==> src/rtl/freq_generator_pkg.sv <==
// Shared constants and state encoding for the programmable square-wave generator.
package freq_generator_pkg;

    localparam int CLK_HZ_DEF = 100_000_000;
    localparam int FREQ_W_DEF = 16;
    localparam int HP_W_DEF   = 32;

    typedef enum logic [1:0] {
        ST_IDLE = 2'd0,
        ST_DIV  = 2'd1,
        ST_PEND = 2'd2,
        ST_RUN  = 2'd3
    } state_e;

endpackage

==> src/rtl/freq_gen_divider.sv <==
// Sequential unsigned restoring divider: one quotient bit per cycle, done pulses with the result.
module freq_gen_divider #(
    parameter int DVD_W = 32,
    parameter int DVS_W = 17
) (
    input  logic             CLK,
    input  logic             RST_N,
    input  logic             start,
    input  logic [DVD_W-1:0] dividend,
    input  logic [DVS_W-1:0] divisor,
    output logic [DVD_W-1:0] quotient,
    output logic             done
);
    localparam int CNT_W = $clog2(DVD_W + 1);

    logic [DVS_W-1:0] rem_q, rem_d;
    logic [DVS_W-1:0] dvs_q, dvs_d;
    logic [DVD_W-1:0] quo_q, quo_d;
    logic [CNT_W-1:0] bits_q, bits_d;
    logic             busy_q, busy_d;
    logic             done_q, done_d;
    logic [DVS_W:0]   trial;
    logic [DVS_W:0]   diff;

    always_comb begin
        rem_d  = rem_q;
        dvs_d  = dvs_q;
        quo_d  = quo_q;
        bits_d = bits_q;
        busy_d = busy_q;
        done_d = 1'b0;
        // Quotient register doubles as the dividend shift register.
        trial  = {rem_q, quo_q[DVD_W-1]};
        diff   = trial - {1'b0, dvs_q};
        if (start) begin
            rem_d  = '0;
            dvs_d  = divisor;
            quo_d  = dividend;
            bits_d = CNT_W'(DVD_W);
            busy_d = 1'b1;
        end else if (busy_q) begin
            if (trial >= {1'b0, dvs_q}) begin
                rem_d = diff[DVS_W-1:0];
                quo_d = {quo_q[DVD_W-2:0], 1'b1};
            end else begin
                rem_d = trial[DVS_W-1:0];
                quo_d = {quo_q[DVD_W-2:0], 1'b0};
            end
            bits_d = bits_q - CNT_W'(1);
            if (bits_q == CNT_W'(1)) begin
                busy_d = 1'b0;
                done_d = 1'b1;
            end
        end
    end

    always_ff @(posedge CLK or negedge RST_N) begin
        if (!RST_N) begin
            rem_q  <= '0;
            dvs_q  <= '0;
            quo_q  <= '0;
            bits_q <= '0;
            busy_q <= 1'b0;
            done_q <= 1'b0;
        end else begin
            rem_q  <= rem_d;
            dvs_q  <= dvs_d;
            quo_q  <= quo_d;
            bits_q <= bits_d;
            busy_q <= busy_d;
            done_q <= done_d;
        end
    end

    assign quotient = quo_q;
    assign done     = done_q;

endmodule

==> src/rtl/freq_generator.sv <==
// Programmable square-wave source: converts a frequency request to a half-period and toggles OUT.
module freq_generator
    import freq_generator_pkg::*;
#(
    parameter int CLK_HZ = CLK_HZ_DEF,
    parameter int FREQ_W = FREQ_W_DEF,
    parameter int HP_W   = HP_W_DEF
) (
    input  logic              CLK,
    input  logic              RST_N,
    input  logic [FREQ_W-1:0] freq_in,
    input  logic              freq_valid,
    output logic              freq_ready,
    output logic              OUT,
    output logic              active,
    output logic [FREQ_W-1:0] cur_freq
);
    localparam logic [HP_W-1:0] CLK_HZ_X = HP_W'(CLK_HZ);

    state_e            state_q, state_d;
    logic              out_q, out_d;
    logic              active_q, active_d;
    logic [HP_W-1:0]   cnt_q, cnt_d;
    logic [HP_W-1:0]   half_q, half_d;
    logic [HP_W-1:0]   pend_q, pend_d;
    logic [FREQ_W-1:0] req_q, req_d;
    logic [FREQ_W-1:0] cur_q, cur_d;

    logic              accept;
    logic              div_start;
    logic              div_done;
    logic [HP_W-1:0]   quo;
    logic [HP_W-1:0]   half_new;
    logic              toggle;

    assign freq_ready = (state_q == ST_IDLE) || (state_q == ST_RUN);
    assign accept     = freq_valid && freq_ready;
    assign div_start  = accept && (freq_in != '0);
    assign half_new   = (quo == '0) ? HP_W'(1) : quo;
    assign toggle     = active_q && (cnt_q == half_q - HP_W'(1));

    freq_gen_divider #(
        .DVD_W(HP_W),
        .DVS_W(FREQ_W + 1)
    ) u_div (
        .CLK      (CLK),
        .RST_N    (RST_N),
        .start    (div_start),
        .dividend (CLK_HZ_X),
        .divisor  ({freq_in, 1'b0}),
        .quotient (quo),
        .done     (div_done)
    );

    always_comb begin
        state_d  = state_q;
        out_d    = out_q;
        active_d = active_q;
        cnt_d    = cnt_q;
        half_d   = half_q;
        pend_d   = pend_q;
        req_d    = req_q;
        cur_d    = cur_q;

        // The wave keeps running on the old half-period while a new one is being computed.
        if (active_q) begin
            if (toggle) begin
                out_d = ~out_q;
                cnt_d = '0;
            end else begin
                cnt_d = cnt_q + HP_W'(1);
            end
        end

        case (state_q)
            ST_IDLE, ST_RUN: begin
                if (accept) begin
                    if (freq_in == '0) begin
                        state_d  = ST_IDLE;
                        out_d    = 1'b0;
                        active_d = 1'b0;
                        cnt_d    = '0;
                        cur_d    = '0;
                    end else begin
                        req_d   = freq_in;
                        state_d = ST_DIV;
                    end
                end
            end
            ST_DIV: begin
                if (div_done) begin
                    if (active_q) begin
                        pend_d  = half_new;
                        state_d = ST_PEND;
                    end else begin
                        out_d    = 1'b1;
                        active_d = 1'b1;
                        cnt_d    = '0;
                        half_d   = half_new;
                        cur_d    = req_q;
                        state_d  = ST_RUN;
                    end
                end
            end
            ST_PEND: begin
                // Swap only on a toggle so no runt level is produced.
                if (toggle) begin
                    half_d  = pend_q;
                    cur_d   = req_q;
                    state_d = ST_RUN;
                end
            end
            default: state_d = ST_IDLE;
        endcase
    end

    always_ff @(posedge CLK or negedge RST_N) begin
        if (!RST_N) begin
            state_q  <= ST_IDLE;
            out_q    <= 1'b0;
            active_q <= 1'b0;
            cnt_q    <= '0;
            half_q   <= '0;
            pend_q   <= '0;
            req_q    <= '0;
            cur_q    <= '0;
        end else begin
            state_q  <= state_d;
            out_q    <= out_d;
            active_q <= active_d;
            cnt_q    <= cnt_d;
            half_q   <= half_d;
            pend_q   <= pend_d;
            req_q    <= req_d;
            cur_q    <= cur_d;
        end
    end

    assign OUT      = out_q;
    assign active   = active_q;
    assign cur_freq = cur_q;

endmodule

==> config.mk <==
export PLATFORM = sky130hd
export DESIGN_NAME = freq_generator
export DESIGN_NICKNAME = d
export VERILOG_FILES = /design/src/rtl/freq_generator_pkg.sv /design/src/rtl/freq_gen_divider.sv /design/src/rtl/freq_generator.sv
export SDC_FILE = /design/constraint.sdc
export NUM_CORES = 1
export LEC_CHECK = 0
export BUFFER_PORTS_ARGS = -buffer_cell sky130_fd_sc_hd__clkbuf_2
export CAP_MARGIN = 20
export CORE_MARGIN = 2
export CORE_UTILIZATION = 35
export CTS_BUF_LIST = sky130_fd_sc_hd__clkbuf_8
export CTS_CLUSTER_SIZE = 30
export DETAILED_ROUTE_END_ITERATION = 10
export SETUP_SLACK_MARGIN = 0.2
export SYNTH_ARGS = -nofsm -noshare
export SYNTH_HDL_FRONTEND = slang
export SYNTH_SLANG_ARGS = --single-unit
==> constraint.sdc <==
create_clock -name CLK -period 3.7 [get_ports CLK]
set_input_delay 0.74 -clock CLK [delete_from_list [all_inputs] [get_ports CLK]]
set_output_delay 0.74 -clock CLK [all_outputs]
set_load 0.02 [all_outputs]
==> Word level (Yosys, flattened, before mapping) <==
Index checks and enable logic that the tools add are counted.
{ "totals": {"ff_bits": 205, "input_bits": 19, "output_inout_bits": 19, "elab_cells": 98} }
{ "classes": {"n_addsub": 4, "n_lt_le_gt_ge": 1, "n_eq_ne": 10, "n_mux": 49, "bitwise_logic": 2, "reduce_logical": 18} }
{ "op_table": {"columns": ["operator", "count"], "rows": [
  ["32-bit two-way mux", 12],
  ["32-bit case mux with 2 select lines", 2],
  ["16-bit two-way mux", 5],
  ["17-bit two-way mux", 3],
  ["16-bit case mux with 3 select lines", 1],
  ["32-bit by 1-bit adder with 32-bit output, second input constant", 1],
  ["32-bit == test", 1],
  ["32-bit logical NOT", 1],
  ["32-bit by 1-bit subtractor with 32-bit output, second input constant", 1],
  ["18-bit by 17-bit greater-or-equal comparator with 1-bit output", 1],
  ["1-bit two-way mux", 18],
  ["17-bit subtractor", 1],
  ["16-bit logical NOT", 1],
  ["16-bit nonzero test", 1],
  ["6-bit two-way mux", 2],
  ["3-bit AND reduction", 3],
  ["2-bit != test, second input constant", 4],
  ["4-bit AND reduction", 2],
  ["6-bit by 1-bit == test with 1-bit output, second input constant", 1],
  ["2-bit two-way mux", 3],
  ["2-bit case mux with 3 select lines", 1],
  ["2-bit nonzero test", 3],
  ["6-bit by 1-bit subtractor with 6-bit output, second input constant", 1],
  ["5-bit AND reduction", 1],
  ["other kinds (9)", 14]
]} }

==> Depth between registers and ports, before layout <==
{ "logic_depth": {"depth_word": 8, "ltp_mapped": 14, "mapped_depth_nobuf": 12} }

==> Modules after synthesis <==
A second synthesis with hierarchy kept.
{ "hier_totals": {"hier_cells": 1250, "hier_area_um2": 11927.7} }
{ "modules_own_cells": {"columns": ["mod", "instances", "cells_per_inst", "area_each_um2", "seq_area_each_um2"], "rows": [
  ["freq_generator", 1, 763, 7439.6, 3303.2],
  ["freq_gen_divider", 1, 487, 4488.1, 1851.8]
]} }

==> Least setup slack after synthesis <==
OpenSTA, ideal clock, no wires.
{ "synth_path": {"kind": "reg2reg", "from": "register half_q[0]", "to": "register state_q[1]", "setup_ns": 0.122, "t_arrival_ns": 3.582, "t_required_ns": 3.578, "path_slack_ns": -0.003, "path_stages_with_launch": 15, "path_buffers": 3, "cell_sequence": "dfrtp_1 > inv_1 > ha_1 > or3b_2 > or4_1 > buf_2 > xor2_1 > or3b_4 > a2111oi_4 > o22ai_1 > o31ai_4 > buf_6 > buf_6 > nand3_1 > a32o_1"} }
{ "synth_between": {"elab_chain_len": 5} }
{ "synth_rtl": {"columns": ["item", "line_no", "source"], "rows": [
  ["start, declared", "freq_generator.sv:24", "logic [HP_W-1:0] half_q, half_d;"],
  ["start signal, assigned", "freq_generator.sv:132", "half_q <= half_d;"],
  ["32-bit by 1-bit subtractor with 32-bit output", "freq_generator.sv:40", "assign toggle = active_q && (cnt_q == half_q - HP_W'(1));"],
  ["32-bit == test", "freq_generator.sv:40", null],
  ["1-bit logical AND", "freq_generator.sv:40", null],
  ["2-bit != test (no source line)", null, null],
  ["3-bit AND reduction (no source line)", null, null],
  ["end signal, assigned", "freq_generator.sv:128", "state_q <= state_d;"],
  ["end, declared", "freq_generator.sv:20", "state_e state_q, state_d;"]
]} }
Every way passes these cells.
A chain may end at the register's enable or synchronous reset.

==> Worst setup path after layout <==
{ "layout_path": {"from": "register half_q[9]", "to": "register state_q[0]"} }
Same word-level chain as after synthesis.

==> results.cfg <==
[setup_path]
cp.arrival_ns = 4.14
slowest_stage = or4_4
cp_top_family = simple AND/OR/NAND/NOR gates
critPathLaunchType = register
cp_common_cell = or4_4
cp-end-kind = register
critical_path_class = reg2reg
cp-startpoint = half_q[9]
cp_num_buf_inv = 2
crit_path_max_incr_delay_ns = 0.62
worstPathRequired_ns = 4.14
path_cells = or4_4 -> or4_4 -> xor2_1 -> or3b_4 -> a2111oi_4 -> o22ai_4 -> o31ai_4 -> buf_12 -> buf_6 -> mux2_4 -> o221ai_2
critPathMaxFanout = 8
rr_startpoint = half_q[9]

[sta]
min_period_ns = 3.70
final_hold_viol_count = 0
slew_violations = 0
fin_worst_skew_ns = 0.0361
fmax_mhz = 270
rsz0062_at_grt = true
hold_slack_ns = 0.271
worst_slew_pin_slew_ns = 0.819
setup_viol = 1
period_share_pct = 100
slew_headroom_pct = 45.4
timing.final.ws_setup_ns = -0.00257

[floorplan]
die_area_um2 = 32700
io_pins = 38
row_count = 64
die_y_um = 181
core_um2 = 30700
start_util_pct = 35.7
dieWidth_um = 181

[final_layout]
final_nets = 1209
synthToLayoutAreaGrowth_pct = 18.7
diodes = 0
fin_util_pct = 42.3
drive_above_1_share_pct = 20.6
finalNonFillerCells = 1587

[cts]
cts_root_buf = clkbuf_8
cts_buffer_depth = 3
cts_buffers = 37
clock_sinks = 205
tritoncts = built
htree_levels = 2
clkTransAtPathRegs_ns = 0.06
clock_latency_ns = 0.53
cts_hold_buf = 0

[place]
io_buffers = 37
dp_cells = 1509
place.gp.congestion = 0.864
post-dp-hpwl_mm = 17.7
pre_cts_ws_ns = -0.000295

[synthesis]
ys_seq_elements = 205
yosys.area.top_type = dfrtp_1
synth_adder_area_share_pct = 2.70
synthesis.instances = 1089
async_flop_share_pct = 100
synth-compound-area-share_pct = 13.2
synth_top_family_by_area = simple AND/OR/NAND/NOR gates
synthFlopType = dfrtp_1
yosysMostFrequentCell = dfrtp_1
synthTopCellsByCount = 205 x dfrtp_1, 105 x nor2_1, 101 x nand2_1, 83 x mux2i_1, 59 x a21oi_1
synth.avg_cell_area_um2 = 10.0
ys_warn_count = 0
synth_area_leaders = dfrtp_1 47%, mux2i_1 7.6%, nor2_1 3.6%, xnor2_1 3.5%, nand2_1 3.5%
syn_nets = 1131
synth_simple_gate_area_share_pct = 15.7
synth_cell_type_count = 71
synth_top_area_share_pct = 46.9
yosysSeqAreaShare_pct = 46.9
synth_edf_count = 0
netlist_area_um2 = 10900
muxShareOfSynthArea_pct = 11.0
synth_xor_area_share_pct = 6.96

[global_routing]
grt_pass1_wl_mm = 42.7
use_met1_pct = 23.0
antenna_found_initial = 0
overflow = 0
top_usage_layer = met2
grt_max_degree = 101
met3_usage_pct = 2.46
met2_usage_pct = 24.0
grt_pass1_vias = 8159
grt_usage_pct = 15.8

[hold_path]
min_path_type = in2async

[pwr]
peakVddDrop_v = 0.000527
leakage_nw = 6.00
power_density_nw_per_um2 = 978
power_mw = 12.7

[drt]
finalWirelength_mm = 26.5
viasPerCell = 5.24
drtAntennaViolNets = 0
drc = 0
first_pass_iters = 5
drt_iter0_drc = 582
wl_per_cell_um = 16.7
num_vias = 8315

[outcome]
status = complete, but fails checks
violations = negative setup slack

[flow_run]
cap_violations = 0
[power breakdown]
group	leakage [nW]	total (mW)	internal (mW)	switching, mW
Sequential	2.62	3.83	3.05	0.775
Combinational	2.93	6.59	2.93	3.66
Clock	0.442	2.29	1.34	0.946
Total	6.00	12.7	7.32	5.38
[routing by layer]
| layer | vias up | part of all wire, % | routed length (um) |
|---|---|---|---|
| li1 | 4068 | - | - |
| met1 | 4087 | 51 | 13400 |
| met2 | 120 | 44 | 11700 |
| met3 | 40 | 3.2 | 853 |
| met4 | 0 | 2.2 | 595 |
| met5 | - | 0 | 0 |
[registers in the layout, indices dropped and copies added (netlist names), 16 cells and up]
signal          count
u_div.rem_q        17
cur_freq           16
pend_q             32
cnt_q              32
half_q             32
u_div.quotient     32
req_q              16
u_div.dvs_q        16
[through the flow]
stage	setup TNS (ns)	area [um2]
2_1_floorplan	0	11000
3_3_place_gp	0	11800
3_5_place_dp	-0.000295	11800
4_1_cts	0	12600
5_1_grt	-2.86	13000
6_report	-0.00257	13000
[cell usage in the layout, fill, tap and decap left out, drive strengths merged, types with 10 or more instances in the layout]
cell / n
nor2: 105
nand2b: 16
dfrtp: 205
a21oi: 59
a31oi: 28
a31o: 16
buf: 52
nand2: 102
nor3: 23
nor4: 20
mux2i: 83
inv: 40
ha: 22
or3: 10
o21ai: 35
xnor2: 44
mux2: 33
xor2: 43
clkbuf: 83
a21boi: 20
nand3: 20
nand4: 14
[final timing paths]
check / endpoint / slack, ns / cells after the start
max: state_q[0] / -0.003 / 11
min: u_div.rem_q[10] / 0.27 / 1
max reg2reg: state_q[0] / -0.003 / 11
min reg2reg: req_q[3] / 0.49 / 2
max in group asynchronous: pend_q[8] / 2.52 / 2
min in group CLK: req_q[12] / 0.46 / 3
[logic make-up after synthesis]
logic type / count (synthesis)
AOI/OAI and AO/OA: 215
xor gates and xnor gates: 87
adders and majority gates: 23
buffers and inverters: 87
DFF: 205
muxes: 116
and+or+nand+nor: 356
[worst reg2reg max path: stages (launching register included)]
cell	delay, ns
dfrtp_1	0.37
or4_4	0.55
or4_4	0.62
xor2_1	0.17
or3b_4	0.42
a2111oi_4	0.36
o22ai_4	0.15
o31ai_4	0.33
buf_12	0.19
buf_6	0.12
mux2_4	0.30
o221ai_2	0.05
[what timing repair did]
action                     CTS  global route
buffers inserted             0             7
gates resized for setup      5            57
cloned                       3             5
pin swaps                    6            36
hold endpoints to repair     0             0
setup endpoints to repair   80            83
[cell type report]
class	instances	area (um2)
inverters	31	116
clock inverters	20	193
clock buffers	43	592
repair buffers	92	762
well taps	396	495
flip-flops and latches	205	5130
fillers	2952	17700
multi-input cells	800	5690
Note: power is estimated with default switching activity, not from simulation.
